### src/rtl/value_sync_filter_pkg.sv
`default_nettype none
// ============================================================================
//  Module      : value_sync_filter_pkg
//  Description : Shared constants and helpers for the value_sync_filter block.
//  Revision    : 1.0 - initial release
// ============================================================================
package value_sync_filter_pkg;

    localparam int SYNC_STAGES_MIN = 2;
    localparam int SYNC_STAGES_MAX = 4;

    // Stability counter width: max(1, clog2(n)); n = 0 or 1 still needs one bit.
    function automatic int clog2_min1(input int n);
        return (n > 2) ? $clog2(n) : 1;
    endfunction

endpackage
`default_nettype wire

### src/rtl/value_sync_filter_chan.sv
`default_nettype none
// ============================================================================
//  Module      : value_sync_filter_chan
//  Description : One channel: flop-chain synchroniser followed by a stability
//                qualifier that only publishes words held long enough.
//  Revision    : 1.0 - initial release
// ============================================================================
module value_sync_filter_chan
    import value_sync_filter_pkg::*;
#(
    parameter int BITS          = 32,
    parameter int SYNC_STAGES   = 3,
    parameter int STABLE_CYCLES = 4
) (
    input  logic            clk,
    input  logic            rst_n,
    input  logic [BITS-1:0] value_async,
    output logic [BITS-1:0] value_sync,
    output logic            changed,
    output logic            changed_nxt
);

    localparam int c_cnt_w = clog2_min1(STABLE_CYCLES);

    (* ASYNC_REG = "TRUE" *) logic [BITS-1:0] r_sync_q [SYNC_STAGES];
    logic [BITS-1:0] w_sync_d [SYNC_STAGES];
    logic [BITS-1:0] w_s;

    logic [BITS-1:0] r_value_q, w_value_d;
    logic            r_changed_q, w_changed_d;

    always_comb begin
        w_sync_d[0] = value_async;
        for (int i = 1; i < SYNC_STAGES; i++) begin
            w_sync_d[i] = r_sync_q[i-1];
        end
    end

    always_ff @(posedge clk or negedge rst_n) begin
        if (!rst_n) begin
            for (int i = 0; i < SYNC_STAGES; i++) begin
                r_sync_q[i] <= '0;
            end
        end else begin
            for (int i = 0; i < SYNC_STAGES; i++) begin
                r_sync_q[i] <= w_sync_d[i];
            end
        end
    end

    assign w_s = r_sync_q[SYNC_STAGES-1];

    if (STABLE_CYCLES > 0) begin : g_filter
        localparam logic [c_cnt_w-1:0] c_cnt_last = c_cnt_w'(STABLE_CYCLES - 1);

        logic [BITS-1:0]    r_cand_q, w_cand_d;
        logic [c_cnt_w-1:0] r_cnt_q,  w_cnt_d;

        // Any difference restarts qualification; the count saturates so a
        // held candidate stays ready to commit until it differs from the output.
        always_comb begin
            w_cand_d    = r_cand_q;
            w_cnt_d     = r_cnt_q;
            w_value_d   = r_value_q;
            w_changed_d = 1'b0;
            if (w_s != r_cand_q) begin
                w_cand_d = w_s;
                w_cnt_d  = '0;
            end else if (r_cnt_q != c_cnt_last) begin
                w_cnt_d = r_cnt_q + c_cnt_w'(1);
            end else if (r_cand_q != r_value_q) begin
                w_value_d   = r_cand_q;
                w_changed_d = 1'b1;
            end
        end

        always_ff @(posedge clk or negedge rst_n) begin
            if (!rst_n) begin
                r_cand_q <= '0;
                r_cnt_q  <= '0;
            end else begin
                r_cand_q <= w_cand_d;
                r_cnt_q  <= w_cnt_d;
            end
        end
    end else begin : g_bypass
        always_comb begin
            w_value_d   = w_s;
            w_changed_d = (w_s != r_value_q);
        end
    end

    always_ff @(posedge clk or negedge rst_n) begin
        if (!rst_n) begin
            r_value_q   <= '0;
            r_changed_q <= 1'b0;
        end else begin
            r_value_q   <= w_value_d;
            r_changed_q <= w_changed_d;
        end
    end

    assign value_sync  = r_value_q;
    assign changed     = r_changed_q;
    assign changed_nxt = w_changed_d;

endmodule
`default_nettype wire

### src/rtl/value_sync_filter.sv
`default_nettype none
// ============================================================================
//  Module      : value_sync_filter
//  Description : Multi-channel, multi-bit synchroniser with stability
//                qualification; publishes only coherent, settled words.
//  Revision    : 1.0 - initial release
// ============================================================================
module value_sync_filter
    import value_sync_filter_pkg::*;
#(
    parameter int CHANNELS      = 1,
    parameter int BITS          = 32,
    parameter int SYNC_STAGES   = 3,
    parameter int STABLE_CYCLES = 4
) (
    input  logic                     clk,
    input  logic                     rst_n,
    input  logic [CHANNELS*BITS-1:0] value_async,
    output logic [CHANNELS*BITS-1:0] value_sync,
    output logic [CHANNELS-1:0]      changed,
    output logic                     any_changed
);

    logic [CHANNELS-1:0] w_changed_nxt;
    logic                w_any_d;
    logic                r_any_q;

    if (SYNC_STAGES < SYNC_STAGES_MIN || SYNC_STAGES > SYNC_STAGES_MAX) begin : g_bad_sync
        $error("value_sync_filter: SYNC_STAGES=%0d outside %0d..%0d",
               SYNC_STAGES, SYNC_STAGES_MIN, SYNC_STAGES_MAX);
    end
    if (STABLE_CYCLES < 0) begin : g_bad_stable
        $error("value_sync_filter: STABLE_CYCLES=%0d must be >= 0", STABLE_CYCLES);
    end
    if (CHANNELS < 1 || BITS < 1) begin : g_bad_shape
        $error("value_sync_filter: CHANNELS=%0d and BITS=%0d must be >= 1", CHANNELS, BITS);
    end

    for (genvar c = 0; c < CHANNELS; c++) begin : g_chan
        value_sync_filter_chan #(
            .BITS          (BITS),
            .SYNC_STAGES   (SYNC_STAGES),
            .STABLE_CYCLES (STABLE_CYCLES)
        ) u_chan (
            .clk         (clk),
            .rst_n       (rst_n),
            .value_async (value_async[c*BITS +: BITS]),
            .value_sync  (value_sync[c*BITS +: BITS]),
            .changed     (changed[c]),
            .changed_nxt (w_changed_nxt[c])
        );
    end

    // Registered from the channels' next-state so it aligns with changed[].
    always_comb begin
        w_any_d = |w_changed_nxt;
    end

    always_ff @(posedge clk or negedge rst_n) begin
        if (!rst_n) begin
            r_any_q <= 1'b0;
        end else begin
            r_any_q <= w_any_d;
        end
    end

    assign any_changed = r_any_q;

endmodule
`default_nettype wire

### config.mk
export PLATFORM = sky130hd
export DESIGN_NAME = value_sync_filter
export DESIGN_NICKNAME = d
export VERILOG_FILES = /design/src/rtl/value_sync_filter_pkg.sv /design/src/rtl/value_sync_filter_chan.sv /design/src/rtl/value_sync_filter.sv
export SDC_FILE = /design/constraint.sdc
export NUM_CORES = 1
export LEC_CHECK = 0
export ABC_AREA = 1
export CORE_UTILIZATION = 40
export CTS_CLUSTER_DIAMETER = 80
export DETAILED_ROUTE_END_ITERATION = 8
export GPL_TIMING_DRIVEN = 0
export SYNTH_ARGS = -nofsm -noshare
export SYNTH_HDL_FRONTEND = slang
export SYNTH_SLANG_ARGS = --single-unit
### constraint.sdc
create_clock -name clk -period 2.1 [get_ports clk]
set_input_delay 0.42 -clock clk [delete_from_list [all_inputs] [get_ports clk]]
set_output_delay 0.42 -clock clk [all_outputs]
set_load 0.03 [all_outputs]
## Yosys cells after proc, flatten, opt, wreduce, memory -nomap -nowiden

Index checks and enable logic that the tools add are counted.

| word-level totals | value |
|---|---|
| flip-flop bits (word level) | 163 |
| bits of input ports | 34 |
| output and inout bits | 34 |
| word-level logic and storage cells | 20 |

| cells by class | value |
|---|---|
| add/sub/neg operators | 1 |
| equality and inequality tests | 3 |
| muxes and demuxes | 5 |
| bitwise logic cells | 2 |
| reduce and logical (&&, ||, !) cells | 2 |

Operators with widths:

| cell | count |
|---|---|
| $ne A32 B32 Y1 | 2 |
| $mux W2 | 2 |
| $mux W1 | 3 |
| $reduce_and A3 Y1 | 1 |
| $add A2 B1 Y2 const B | 1 |
| $ne A2 B2 Y1 const B | 1 |
| $not A1 Y1 | 2 |
| $reduce_bool A2 Y1 | 1 |

## Longest topological paths before layout

Gate-level depths: netlist of run 1.

| logic depth | value |
|---|---|
| depth in word-level cells | 4 |
| gate-level depth with buffers | 13 |

## Cells and area by module

Synthesis of run 1 repeated with hierarchy kept, for this count alone.

| unflattened totals | value |
|---|---|
| cells, all modules | 632 |
| area, all modules | 6219.7 µm² |

By module, submodules not included:

| module | times used | cells an instance | area an instance (µm²) |
|---|---|---|---|
| value_sync_filter_chan | 1 | 631 | 6194.7 |
| value_sync_filter | 1 | 1 | 25.0 |

## Worst setup path after synthesis of run 1

OpenSTA, ideal clock, no wires.

| timing path | value |
|---|---|
| kind | register -> register |
| start point | register g_chan[0].u_chan.r_value_q[24] |
| end point | register g_chan[0].u_chan.r_value_q[27] |
| data arrival time | 1466 ps |
| setup slack | 569 ps |
| stages on the path, launching flop included | 11 |
| path buffers | 1 |
| cells stage by stage | dfrtp_1 -> xnor2_1 -> nand2_1 -> nor2_1 -> nand2_1 -> nor2_1 -> nand2_2 -> nand3_4 -> buf_6 -> nand2_2 -> nand2_1 |

| on the way | value |
|---|---|
| word-level cells in the longest chain between the ends | 2 |

Ends and longest elaborated chain:

| item | line | RTL |
|---|---|---|
| start, declared | value_sync_filter_chan.sv:29 | `logic [BITS-1:0] r_value_q, w_value_d;` |
| start signal, assigned | value_sync_filter_chan.sv:98 | `r_value_q <= w_value_d;` |
| $ne A32 B32 Y1 | value_sync_filter_chan.sv:71 | `end else if (r_cand_q != r_value_q) begin` |
| $reduce_and A3 Y1 (no line) | n/a |  |

No other way between the ends.
A chain may end at the register's enable or synchronous reset.

## Worst setup path after layout of run 1

| timing path | value |
|---|---|
| start point | register g_chan[0].u_chan.r_value_q[28] |
| end point | output port value_sync[28] |

RTL lines:

| item | line | RTL |
|---|---|---|
| end, declared | value_sync_filter.sv:19 | `output logic [CHANNELS*BITS-1:0] value_sync,` |

No word-level cell between the ends.

==> impl_metrics.yaml, run 1 <==
setup_path:
  r2r_start: "g_chan[0].u_chan.g_filter.r_cand_q[4]"
  crit_type: "reg2out"
  crit_buf_inv: 1
  reg2regPathDepth: 10
  path_delay_family: "buffers and inverters"
  cp-end-kind: "primary output"
  cp.required_ns: 1.68
  regToRegEndpoint: "g_chan[0].u_chan.value_sync[8]"
  arrival_ns: 1.54
  cp-start-kind: "flop"
  crit_chain: "clkdlybuf4s50_1"
  crit_fanout: 3
  slowest_delay_ns: 0.70
  slowest_stage: "clkdlybuf4s50_1"
  ff2ff_setup_slack_ns: 0.37
yosys:
  syn_nets: 662
  netlist_area_sq_um: 6180
  syn-instance-count: 627
  ys_warn_count: 0
  synth-seq-cells: 163
  synthAdderAreaFrac: 0.00203
  synth-compound-area-share: 0.00304
  synth_xor_area_frac: 0.0496
  synthMuxAreaShare: 0
  synth_top_area_frac: 0.660
  synth_top_cell_by_area: "dfrtp_1"
  avgSynthCellArea_sq_um: 9.85
  synth_cell_types: 22
  synth.area.top_cells: "dfrtp_1, nand2_1, xnor2_1, inv_1, nand3_1"
  synth_top_family_by_area: "simple AND/OR/NAND/NOR gates"
  synthSimpleGateAreaFrac: 0.204
  yosysSeqAreaShare: 0.660
place:
  routabilityCongestion: 0.745
  dp_worst_setup_slack_ns: 0.351
  hpwlAfterDp_um: 7490
  place.port_buffers: 67
grt:
  grt_pass1_vias: 3959
  antenna_found_initial: 0
  grt-ovfl-total: 0
  grt_pass1_wl_um: 18700
  grt.total_usage: 0.155
  grt_max_degree: 96
sta:
  layout_setup_ws_ns: 0.141
  fin_tns_setup_ns: 0
  report.final.slew_viol_count: 0
  worst_slew_pin_slew_ns: 0.604
  holdWs_ns: -0.00218
  min_period_over_period: 0.933
  fin_skew_ns: 0.00860
  setup_viol: 0
  min_period_ns: 1.96
  slew_headroom: 0.597
  rsz0062_at_grt: "false"
  max_freq_mhz: 511
  finalHoldViolCount: 4
cells_and_area:
  layout.nets: 749
  drive_above_1_share: 0.0855
  seqCellArea_sq_um: 4080
  areaGrowthSynthToFinish_pct: 25.5
  multi_input_area_sq_um: 1600
  nFillCells: 1329
  fin_util: 0.512
  antenna_cells: 0
floorplan:
  fp.dieW_um: 126
  start_util: 0.408
  ios: 68
  die-area_sq_um: 15900
  num_rows: 45
  core-area_sq_um: 15100
  die_h_um: 126
clock_network:
  holdBufCountCts: 0
  tritoncts: "built"
  cts_max_path_buffers: 2
  post_cts_resize_count: 0
  cts_buffers: 17
  htreeDepth: 4
  post_cts_buffers: 0
  cts_sinks: 163
  insertion_delay_ns: 0.42
  clkTransAtPathRegs_ns: 0.06
  clockRootBuffer: "clkbuf_16"
detailed_routing:
  routedWlPerCell_um: 12.0
  vias: 4014
  wirelength_um: 10900
  drc: 0
  antenna_left: 0
  first_iter_violations: 176
  drt_first_pass_iters: 4
  via_per_inst: 4.40
hold_path:
  hold_path_class: "in2async"
run_status:
  outcome: "finished, violations left"
  violations: "negative hold slack"
pwr:
  irDropWorstVdd_mv: 0.534
  leakagePower_nw: 3.83
  power.density_nw_per_um2: 897
flow_run:
  drv_cap: 0
## layer usage
layer,up-vias,part of all wire,track usage
li1,2001,-,-
met1,1937,0.47,0.194
met5,-,0,0
met3,15,0.031,0.0446
met4,0,0.019,0.0744
met2,61,0.48,0.247
## power by group
| part | leakage, nW | internal, mW | switching [mW] |
|---|---|---|---|
| Combinational | 1.54 | 0.146 | 0.164 |
| Clock | 0.310 | 2.13 | 1.17 |
| Sequential | 1.98 | 3.27 | 0.0846 |
## synth_stat cells
master,n
buf_2,3
clkbuf_1,32
buf_4,1
nand3_4,1
xnor2_1,31
nand4_1,2
inv_2,4
nor2_2,1
nand2_2,11
nor2_1,35
nand3_1,33
buf_6,6
nor2_8,1
xor2_1,4
clkinv_1,5
ha_1,1
nor2_4,1
a21oi_2,1
dfrtp_1,163
inv_1,68
nand2_1,221
a21oi_1,2
## sequential cells by signal, summed over array words and instances, names as in the netlist
register / cells
g_chan.u_chan.changed: 1
g_chan.u_chan.g_filter.r_cand_q: 32
g_chan.u_chan.g_filter.r_cnt_q: 2
g_chan.u_chan.r_sync_q: 64
g_chan.u_chan.value_sync: 32
g_chan.u_chan.w_s: 32
## metrics by stage
| step | power [mW] | instances | area, sq um |
|---|---|---|---|
| finish | 6.96 | 913 | 7760 |
| global route | 7.25 | 913 | 7760 |
| CTS | 7.05 | 913 | 7760 |
| detailed placement | 3.73 | 883 | 7110 |
| global placement | 3.70 | 882 | 7080 |
| floorplan | 3.55 | 627 | 6180 |
## cells in the final DEF (no fill, tap or decap), types with 5 or more instances in the layout
| cell type | count |
|---|---|
| xnor2_1 | 31 |
| inv_1 | 68 |
| clkbuf_8 | 5 |
| nand3_1 | 33 |
| clkbuf_16 | 17 |
| nand2_1 | 221 |
| nor2_1 | 35 |
| clkinv_1 | 5 |
| clkbuf_1 | 32 |
| buf_6 | 7 |
| clkdlybuf4s50_1 | 66 |
| nand2_2 | 11 |
| dfrtp_1 | 163 |
## cell families (layout without fill, tap and decap cells)
logic type	count (synthesis)	after routing
compound gates	3	3
xor+xnor	35	35
fa+ha+maj	1	1
buf+inv	119	217
flops	163	163
simple gates	306	306
## how the worst max path moves through the flow
stage,endpoint,from,depth (start not counted)
after floorplan,g_chan[0].u_chan.value_sync[27],g_chan[0].u_chan.value_sync[24],10
after global placement,g_chan[0].u_chan.r_sync_q[86],rst_n,1
after detailed placement,g_chan[0].u_chan.value_sync[23],g_chan[0].u_chan.g_filter.r_cand_q[19],12
after CTS,value_sync[28],g_chan[0].u_chan.value_sync[28],1
after global routing,value_sync[28],g_chan[0].u_chan.value_sync[28],1
final,value_sync[28],g_chan[0].u_chan.value_sync[28],1
## layout make-up
class / instances / area share
Clock buffer: 22 / 0.0637
Multi-Input combinational cell: 345 / 0.206
Timing Repair Buffer: 68 / 0.0902
Clock inverter: 8 / 0.0192
Buffer: 42 / 0.0271
Inverter: 77 / 0.0373
Sequential cell: 163 / 0.526
Tap cell: 188 / 0.0303
No activity file was read; power rests on OpenSTA's default activity.
==> inputs of run 2 (changes only) <==
--- a/config.mk
+++ b/config.mk
@@ -8,3 +8,3 @@
 export ABC_AREA = 1
-export CORE_UTILIZATION = 40
+export CORE_UTILIZATION = 30
 export CTS_CLUSTER_DIAMETER = 80
==> constraint.sdc (replaced) <==
create_clock -name clk -period 2.1 [get_ports clk]
set_input_delay 0.315 -clock clk [delete_from_list [all_inputs] [get_ports clk]]
set_output_delay 0.315 -clock clk [all_outputs]
set_load 0.03 [all_outputs]
==> run 2 against run 1 <==
The flow now finishes without violations. Fmax increased by 5.0%. Largest power group unchanged. Cell area increased by 0.82%. Die area increased by 33%. Register-to-register slack got worse by 0.03 ns. Final cell count increased by 9.1%. Clock skew decreased by 0.0020 ns. Sequential cell count unchanged. Global-route usage decreased by 3.7 points. Setup slack improved by 0.093 ns. Critical path type unchanged. Combinational power about the same. Utilization decreased by 13 points.
==> impl_metrics.yaml, run 2 (synthesized netlist as in run 1, its figures left out) <==
setup_path:
  crit_type: "reg2out"
  regToRegEndpoint: "g_chan[0].u_chan.value_sync[29]"
  slowest_stage: "clkdlybuf4s50_1"
  crit_fanout: 3
  crit_buf_inv: 1
  cp-end-kind: "primary output"
  ff2ff_setup_slack_ns: 0.34
  reg2regPathDepth: 10
  cp.required_ns: 1.78
  r2r_start: "g_chan[0].u_chan.g_filter.r_cand_q[16]"
  arrival_ns: 1.55
  crit_chain: "clkdlybuf4s50_1"
  path_delay_family: "buffers and inverters"
  slowest_delay_ns: 0.70
  cp-start-kind: "flop"
sta:
  min_period_ns: 1.87
  layout_setup_ws_ns: 0.235
  fin_skew_ns: 0.00661
  worst_slew_pin_slew_ns: 0.697
  min_period_over_period: 0.888
  slew_headroom: 0.535
  report.final.slew_viol_count: 0
  rsz0062_at_grt: "false"
  finalHoldViolCount: 0
  max_freq_mhz: 536
  fin_tns_setup_ns: 0
  setup_viol: 0
clock_network:
  post_cts_buffers: 0
  cts_max_path_buffers: 2
  clkTransAtPathRegs_ns: 0.06
  htreeDepth: 4
  tritoncts: "built"
  cts_buffers: 17
  clockRootBuffer: "clkbuf_16"
  insertion_delay_ns: 0.42
  cts_sinks: 163
cells_and_area:
  final_common_cell: "nand2_1"
  largest-register: "g_chan.u_chan.r_sync_q"
  seqCellArea_sq_um: 4080
  antenna_cells: 0
  drive_above_1_share: 0.0840
  areaGrowthSynthToFinish_pct: 26.6
  largest_register_ffs: 64
  fin_util: 0.386
  mostFrequentLayoutCells: "nand2_1, dfrtp_1, inv_1"
  layout.nets: 750
  multi_input_area_sq_um: 1600
  nFillCells: 1942
run_status:
  outcome: "finished clean"
floorplan:
  core-area_sq_um: 20200
  fp.dieW_um: 146
  die_h_um: 146
  ios: 68
  start_util: 0.305
  num_rows: 52
  die-area_sq_um: 21200
detailed_routing:
  drt_first_pass_iters: 4
  routedWlPerCell_um: 11.2
  first_iter_violations: 171
  antenna_left: 0
  drc: 0
  via_per_inst: 3.86
  vias: 3845
  wirelength_um: 11100
hold_path:
  hold_start: "value_async[14]"
  min_to: "g_chan[0].u_chan.r_sync_q[78]"
  hold_path_class: "in2reg"
  min_path_cells: 1
place:
  hpwlAfterDp_um: 7550
  place.port_buffers: 67
  dp_worst_setup_slack_ns: 0.284
  routabilityCongestion: 0.723
grt:
  grt_pass1_wl_um: 19100
  grt.total_usage: 0.118
  grt-ovfl-total: 0
  grt_pass1_vias: 3867
  grt_max_degree: 94
  antenna_found_initial: 0
pwr:
  power.density_nw_per_um2: 864
  pwr-share-comb: 0.046
  power_mw: 6.75
  irDropWorstVdd_mv: 0.583
  sequentialPowerShare: 0.496
  switching_share: 0.211
  leakagePower_nw: 3.82
  pwr-share-clk: 0.458
  p_int_mw: 5.33
  p_switching_mw: 1.43
flow_run:
  drv_cap: 0
## run 2: how the worst max path moves through the flow
| stage | slack, ns | to | start | cells after the start |
|---|---|---|---|---|
| after floorplan | 0.57 | g_chan[0].u_chan.value_sync[27] | g_chan[0].u_chan.value_sync[24] | 10 |
| after global placement | -6.01 | g_chan[0].u_chan.r_sync_q[86] | rst_n | 1 |
| after detailed placement | 0.28 | g_chan[0].u_chan.value_sync[14] | g_chan[0].u_chan.g_filter.r_cand_q[16] | 10 |
| after CTS | 0.21 | value_sync[13] | g_chan[0].u_chan.value_sync[13] | 1 |
| after global routing | 0.15 | g_chan[0].u_chan.value_sync[24] | g_chan[0].u_chan.g_filter.r_cand_q[16] | 10 |
| final | 0.23 | value_sync[15] | g_chan[0].u_chan.value_sync[15] | 1 |
## run 2: cell type report
cell class                 count  area share
tap                          270      0.0432
buffer                        42      0.0269
clock inverter                10      0.0171
inverter                      77      0.0370
timing repair buffer          69      0.0912
multi-input combinational    345       0.205
sequential                   163       0.522
clock buffer                  20      0.0584
## run 2: power by group through the flow
stage          sequential, mW  combinational [mW]  clock, mW
2_1_floorplan            3.39               0.159          0
3_3_place_gp             3.41               0.303          0
3_5_place_dp             3.41               0.317          0
4_1_cts                  3.35               0.321       3.20
5_1_grt                  3.37               0.364       3.34
6_report                 3.35               0.310       3.09
## run 2: what timing repair did
action,CTS,global route
endpoints found under the hold margin,92,0
hold buffers,1,0
resized for setup,0,0
## run 2: metrics by stage
stage,cells,hold slack (ns),instance area (sq um)
after floorplan,627,0.0194,6180
after global placement,964,0.331,7190
after detailed placement,965,0.335,7220
after CTS,996,0.305,7820
after global routing,996,0.301,7820
final,996,0.326,7820
## run 2: layer usage
metal | vias up | GRT usage | share of wire
li1 | 2002 | - | -
met1 | 1776 | 0.149 | 0.48
met2 | 52 | 0.184 | 0.47
met3 | 15 | 0.0370 | 0.035
met4 | 0 | 0.0526 | 0.021
met5 | - | 0 | 0
==> edit 1: new RTL, settings of run 2 <==
Add an input register stage for `value_async`, without a reset; this delays it by one clock.
--- a/src/rtl/value_sync_filter.sv
+++ b/src/rtl/value_sync_filter.sv
@@ -22,2 +22,8 @@
 );
+
+    logic [CHANNELS*BITS-1:0] value_async_q;
+
+    always_ff @(posedge clk) begin
+        value_async_q <= value_async;
+    end
 
@@ -46,3 +52,3 @@
             .rst_n       (rst_n),
-            .value_async (value_async[c*BITS +: BITS]),
+            .value_async (value_async_q[c*BITS +: BITS]),
             .value_sync  (value_sync[c*BITS +: BITS]),
Check against the original RTL: not equivalent (a bounded check fails within 10 cycles, from zero or initial values and one cycle with rst_n low).
==> edit 1 against run 2 <==
The flow now finishes with violations (design-rule violations). Total power grew 11%. Synthesized cell count is 5.1% higher. Cell count grew 4.4%. Area after synthesis increased by 10%. Worst hold slack improved by 0.0011 ns. Setup slack lost 0.014 ns. Cell area grew 8.2%. Sequential power increased by 19%. Sequential cell count rose by 32. Wire length rose by 4.5%.
==> edit 1: results (changes against run 2) <==
- Outcome: complete, but fails checks
- Failing checks: design-rule violations
- DP HPWL: 7850 um (+4.0%)
- Register area share after synthesis: 0.692 (+0.0319)
- Worst Hold Class: register to register
- Fin Clk Skew: 0.00572 ns (-0.000887 ns)
- Layout cells sized above 1: 0.0829 (-0.00113)
- Post-placement cell area: 7870 um2 (+9.0%)
- Most flop-heavy register: g_chan.u_chan.r_sync_q
- Initial antenna violation count: 0 (unchanged)
- Max reg flops: 64 (unchanged)
- Launching point of the worst reg2reg path: g_chan[0].u_chan.g_filter.r_cand_q[25]$_DFFE_PN0P_
- Worst VDD drop: 596 uV (+2.3%)
- Worst reg-to-reg path cell count: 12 (+2)
- Worst hold path cell count: 0 (-1)
- Nets: 782 (+4.3%)
- Vias in the first global route: 4,128 (+6.7%)
- # diodes: 0 (unchanged)
- Clock buffer depth: 2 (unchanged)
- Pleak: 4.08 nW (+7.0%)
- Main synth FF type: dfrtp_1
- Drt pass-1 iters: 6 (+2)
- Synth area leaders: dfrtp_1 60%, nand2_1 12%, dfxtp_1 9.4%, xnor2_1 4.0%, inv_1 3.7%
- Root Buffer: clkbuf_16
- First-pass GRT wire length: 20,200 um (+5.7%)
- GRT Total Usage: 0.112 (-0.00528)
- Least-Margin Pin Slew: 0.580 ns (-0.117 ns)
- Min-Delay Endpoint: g_chan[0].u_chan.r_sync_q[83]$_DFF_PN0_
- Top post-synthesis cells by count: 221 x nand2_1, 163 x dfrtp_1, 68 x inv_1, 35 x nor2_1, 33 x nand3_1
- WP data arrival: ~1.6 ns
- Clock-pin slew on the worst setup and hold paths: roughly 0.070 ns
- Worst path max stage delay: approximately 0.71 ns
- Gpl congestion: 0.708 (-2.1%)
- Clk_lat worst skew: 0.42 ns (about the same)
- PortBufs: 67 (unchanged)
- CTS buffer count: 17 (unchanged)
- Syn. warnings: 0 (unchanged)
- Max stage delay cell, worst path: clkdlybuf4s50_1
- 1st-iter DRT viols: 244 (+43%)
- DR vias: 4,036 (+5.0%)
- Drt drc: 4 (+4)
- HP Start: value_async_q[19]$_DFF_P_
- CP Max Fanout: 3 (unchanged)
- Yosys cell types: 23 (+4.5%)
- Largest net degree at the start of global routing: 90 (-4.3%)
- Synthesized net count: 694 (+4.8%)
- Total wire length: 11,600 um (+4.5%)
- CP delay by family, top: buffers and inverters
- Setup bufs post-CTS: 0 (unchanged)
- H-tree levels: 4 (unchanged)
- Reg-to-reg setup timing slack: 0.32 ns (-0.02 ns)
- Worst R2R End: g_chan[0].u_chan.value_sync[28]$_DFFE_PN0P_
- Ys async rst share: 0.836 (-0.164)
[edit 1: cell count changes after synthesis]
cell	delta
dfxtp_1	+32
[edit 1: metrics by stage]
stage	power (mW)	cells	hold WS, ns	TNS, ns	setup WS, ns
4_1_cts	7.61	1040	0.307	0	0.191
6_report	7.49	1040	0.327	0	0.221
2_1_floorplan	4.20	659	0.0194	0	0.569
5_1_grt	7.86	1040	0.300	0	0.0730
3_3_place_gp	4.37	1006	0.319	-987.50	-6.07
3_5_place_dp	4.39	1007	0.320	0	0.277
[edit 1: final cells by class]
type / count / area [um2]
fillers: 2138 / 13600
clock inverters: 14 / 150
inverters: 77 / 289
clock buffers: 18 / 429
repair buffers: 69 / 713
well taps: 280 / 350
multi-input cells: 345 / 1600
flip-flops and latches: 195 / 4720
plain buffers: 42 / 210
[edit 1: worst max path at each step]
stage,start,end,slack (ns),cells after the start
floorplan,g_chan[0].u_chan.value_sync[24]$_DFFE_PN0P_,g_chan[0].u_chan.value_sync[27]$_DFFE_PN0P_,0.57,10
global placement,rst_n,g_chan[0].u_chan.r_sync_q[36]$_DFF_PN0_,-6.07,1
detailed placement,g_chan[0].u_chan.g_filter.r_cand_q[16]$_DFFE_PN0P_,g_chan[0].u_chan.value_sync[28]$_DFFE_PN0P_,0.28,10
CTS,g_chan[0].u_chan.value_sync[14]$_DFFE_PN0P_,value_sync[14],0.19,1
global route,g_chan[0].u_chan.g_filter.r_cand_q[27]$_DFFE_PN0P_,g_chan[0].u_chan.value_sync[14]$_DFFE_PN0P_,0.07,10
finish,g_chan[0].u_chan.value_sync[14]$_DFFE_PN0P_,value_sync[14],0.22,1
[edit 1: power by group]
part / internal [mW] / total, mW / leakage, nW / switching [mW]
combinational: 0.148 / 0.310 / 1.55 / 0.162
sequential: 3.90 / 3.99 / 2.25 / 0.0906
clock: 1.77 / 3.19 / 0.284 / 1.41
total: 5.82 / 7.49 / 4.08 / 1.67
[edit 1: per-layer routing]
layer / routed length, um / vias to the layer above / track usage
met5: 0 / - / 0
met4: 195 / 0 / 0.0452
met3: 578 / 13 / 0.0392
met2: 5360 / 52 / 0.175
met1: 5510 / 1873 / 0.143
li1: - / 2098 / -
[edit 1: kinds of logic (layout without fill, tap and decap cells)]
family                     count (synthesis)  after routing  share of synthesized area
AOI/OAI and AO/OA                          3              3                    0.00275
xor gates and xnor gates                  35             35                     0.0450
adders and majority gates                  1              1                    0.00183
buffers and inverters                    119            220                     0.0732
DFF                                      195            195                      0.692
and+or+nand+nor                          306            306                      0.185
[edit 1: timing repair]
| item | 4_1_cts | 5_1_grt |
|---|---|---|
| hold buffers | 1 | 0 |
| hold endpoints to repair | 74 | 0 |
| resized for setup | 0 | 0 |
==> edit 2: new RTL, flow settings as in run 2 <==
Made on the original files. `SYNC_STAGES` is set to 3 in 2 places; all go to 2.
--- a/src/rtl/value_sync_filter_chan.sv
+++ b/src/rtl/value_sync_filter_chan.sv
@@ -11,3 +11,3 @@
     parameter int BITS          = 32,
-    parameter int SYNC_STAGES   = 3,
+    parameter int SYNC_STAGES   = 2,
     parameter int STABLE_CYCLES = 4
--- a/src/rtl/value_sync_filter.sv
+++ b/src/rtl/value_sync_filter.sv
@@ -12,3 +12,3 @@
     parameter int BITS          = 32,
-    parameter int SYNC_STAGES   = 3,
+    parameter int SYNC_STAGES   = 2,
     parameter int STABLE_CYCLES = 4
Formal check against the unedited RTL: not equivalent (a bounded check fails within 10 cycles, from zero or initial values and one cycle with rst_n low).
==> edit 2 against run 2 <==
Wire length is 9.2% lower. Combinational power is 4% lower. Via count is 6.9% lower. Clock skew is 0.00074 ns lower. Sequential power is 19% lower. Worst hold slack better by 0.0052 ns. Cell area is 12% lower. Highest routed layer unchanged. Setup slack better by 0.015 ns. Sequential cell count is 32 lower. Total power is 15% lower. Critical path type unchanged. Area after synthesis is 13% lower. First-iteration DRC count is 2.3% higher. Clock power is 11% lower.
==> edit 2: results (changes against run 2) <==
- Pleak: 3.42 nW (-10%)
- Layout cells sized above 1: 0.0862 (+0.00218)
- Gate Count Post-Synth: 595 (-5.1%)
- Register area share after synthesis: 0.610 (-0.0506)
- Via/cell ratio: 3.89 (+0.69%)
- Placed insts: 888 (-8.0%)
- Fin cells: 921 (-7.5%)
- CP startpoint: g_chan[0].u_chan.value_sync[27]$_DFFE_PN0P_
- Gpl congestion: 0.723 (about the same)
- Top post-synthesis cells by count: 221 x nand2_1, 131 x dfrtp_1, 68 x inv_1, 35 x nor2_1, 33 x nand3_1
- Min-Delay Endpoint: g_chan[0].u_chan.r_sync_q[52]$_DFF_PN0_
- Place WS: 0.295 ns (+0.0104 ns)
- Fin util: 0.397 (+0.0107)
- Nets: 718 (-4.3%)
- Met1 Use GR: 0.167 (+0.0173)
- Slew margin rel.: 0.554 (+0.0192)
- Final-layout fill cell count: 1,734 (-11%)
- WL met2: 4550 um (-13%)
- 1st-iter DRT viols: 175 (+2.3%)
- DR WL met3: 534 um (+38%)
- Worst VDD drop: 560 uV (-4.0%)
- WHS: 0.332 ns (+0.00525 ns)
- CP endpoint: value_sync[27]
- Synthesized net count: 630 (-4.8%)
- Met3 Usage GRT: 0.0462 (+0.00924)
- Synth area leaders: dfrtp_1 61%, nand2_1 15%, xnor2_1 5.0%, inv_1 4.7%, nand3_1 3.1%
- Vias in the first global route: 3,421 (-12%)
- # diodes: 0 (unchanged)
- Xor and xnor area share after synthesis: 0.0570 (+0.00739)
- Post-Synth Adder-Cell Area: 0.00233 (+0.000302)
- Outcome: complete, no violations
- Compound-gate portion of the synthesized area: 0.00349 (+0.000452)
- Largest net degree at the start of global routing: 73 (-22%)
- First-pass GRT wire length: 17,300 um (-9.8%)
- Post-placement cell area: 6360 um2 (-12%)
- Fmax: 0.541 GHz (+0.83%)
- Worst R2R End: g_chan[0].u_chan.value_sync[27]$_DFFE_PN0P_
- Fin Clk Skew: 0.00587 ns (-0.000739 ns)
- Mux cell area share after synthesis: 0 (unchanged)
- HP Start: value_async[20]
- GRT Total Usage: 0.126 (+0.00869)
- Ys async rst share: 1.00 (unchanged)
- GR Util met2: 0.186 (+0.00152)
- Total wire length: 10,100 um (-9.2%)
- WP data arrival: 1.53 ns (-0.02 ns)
- Drt pass-1 iters: 5 (+1)
- DP HPWL: 7030 um (-6.9%)
-- edit 2: cell count changes after synthesis --
cell	delta
dfrtp_1	-32
-- edit 2: logic make-up (layout without fill, tap and decap cells) --
family / count (synthesis) / count (layout)
AO/OA/AOI/OAI: 3 / 3
XOR/XNOR: 35 / 35
adder cells (fa/ha/maj): 1 / 1
buffers and inverters: 119 / 220
flip-flops: 131 / 131
AND/OR/NAND/NOR: 306 / 306
-- edit 2: cell type report --
| class | instances | area share |
|---|---|---|
| timing repair buffer | 69 | 0.103 |
| tap | 225 | 0.0407 |
| clock buffer | 23 | 0.0676 |
| multi-input combinational | 345 | 0.231 |
| sequential | 131 | 0.474 |
| inverter | 77 | 0.0418 |
| buffer | 42 | 0.0304 |
| clock inverter | 9 | 0.0118 |
-- edit 2: report_power, final --
part | switching, mW | internal (mW)
clock network | 1.06 | 1.68
logic | 0.151 | 0.147
registers | 0.0758 | 2.62
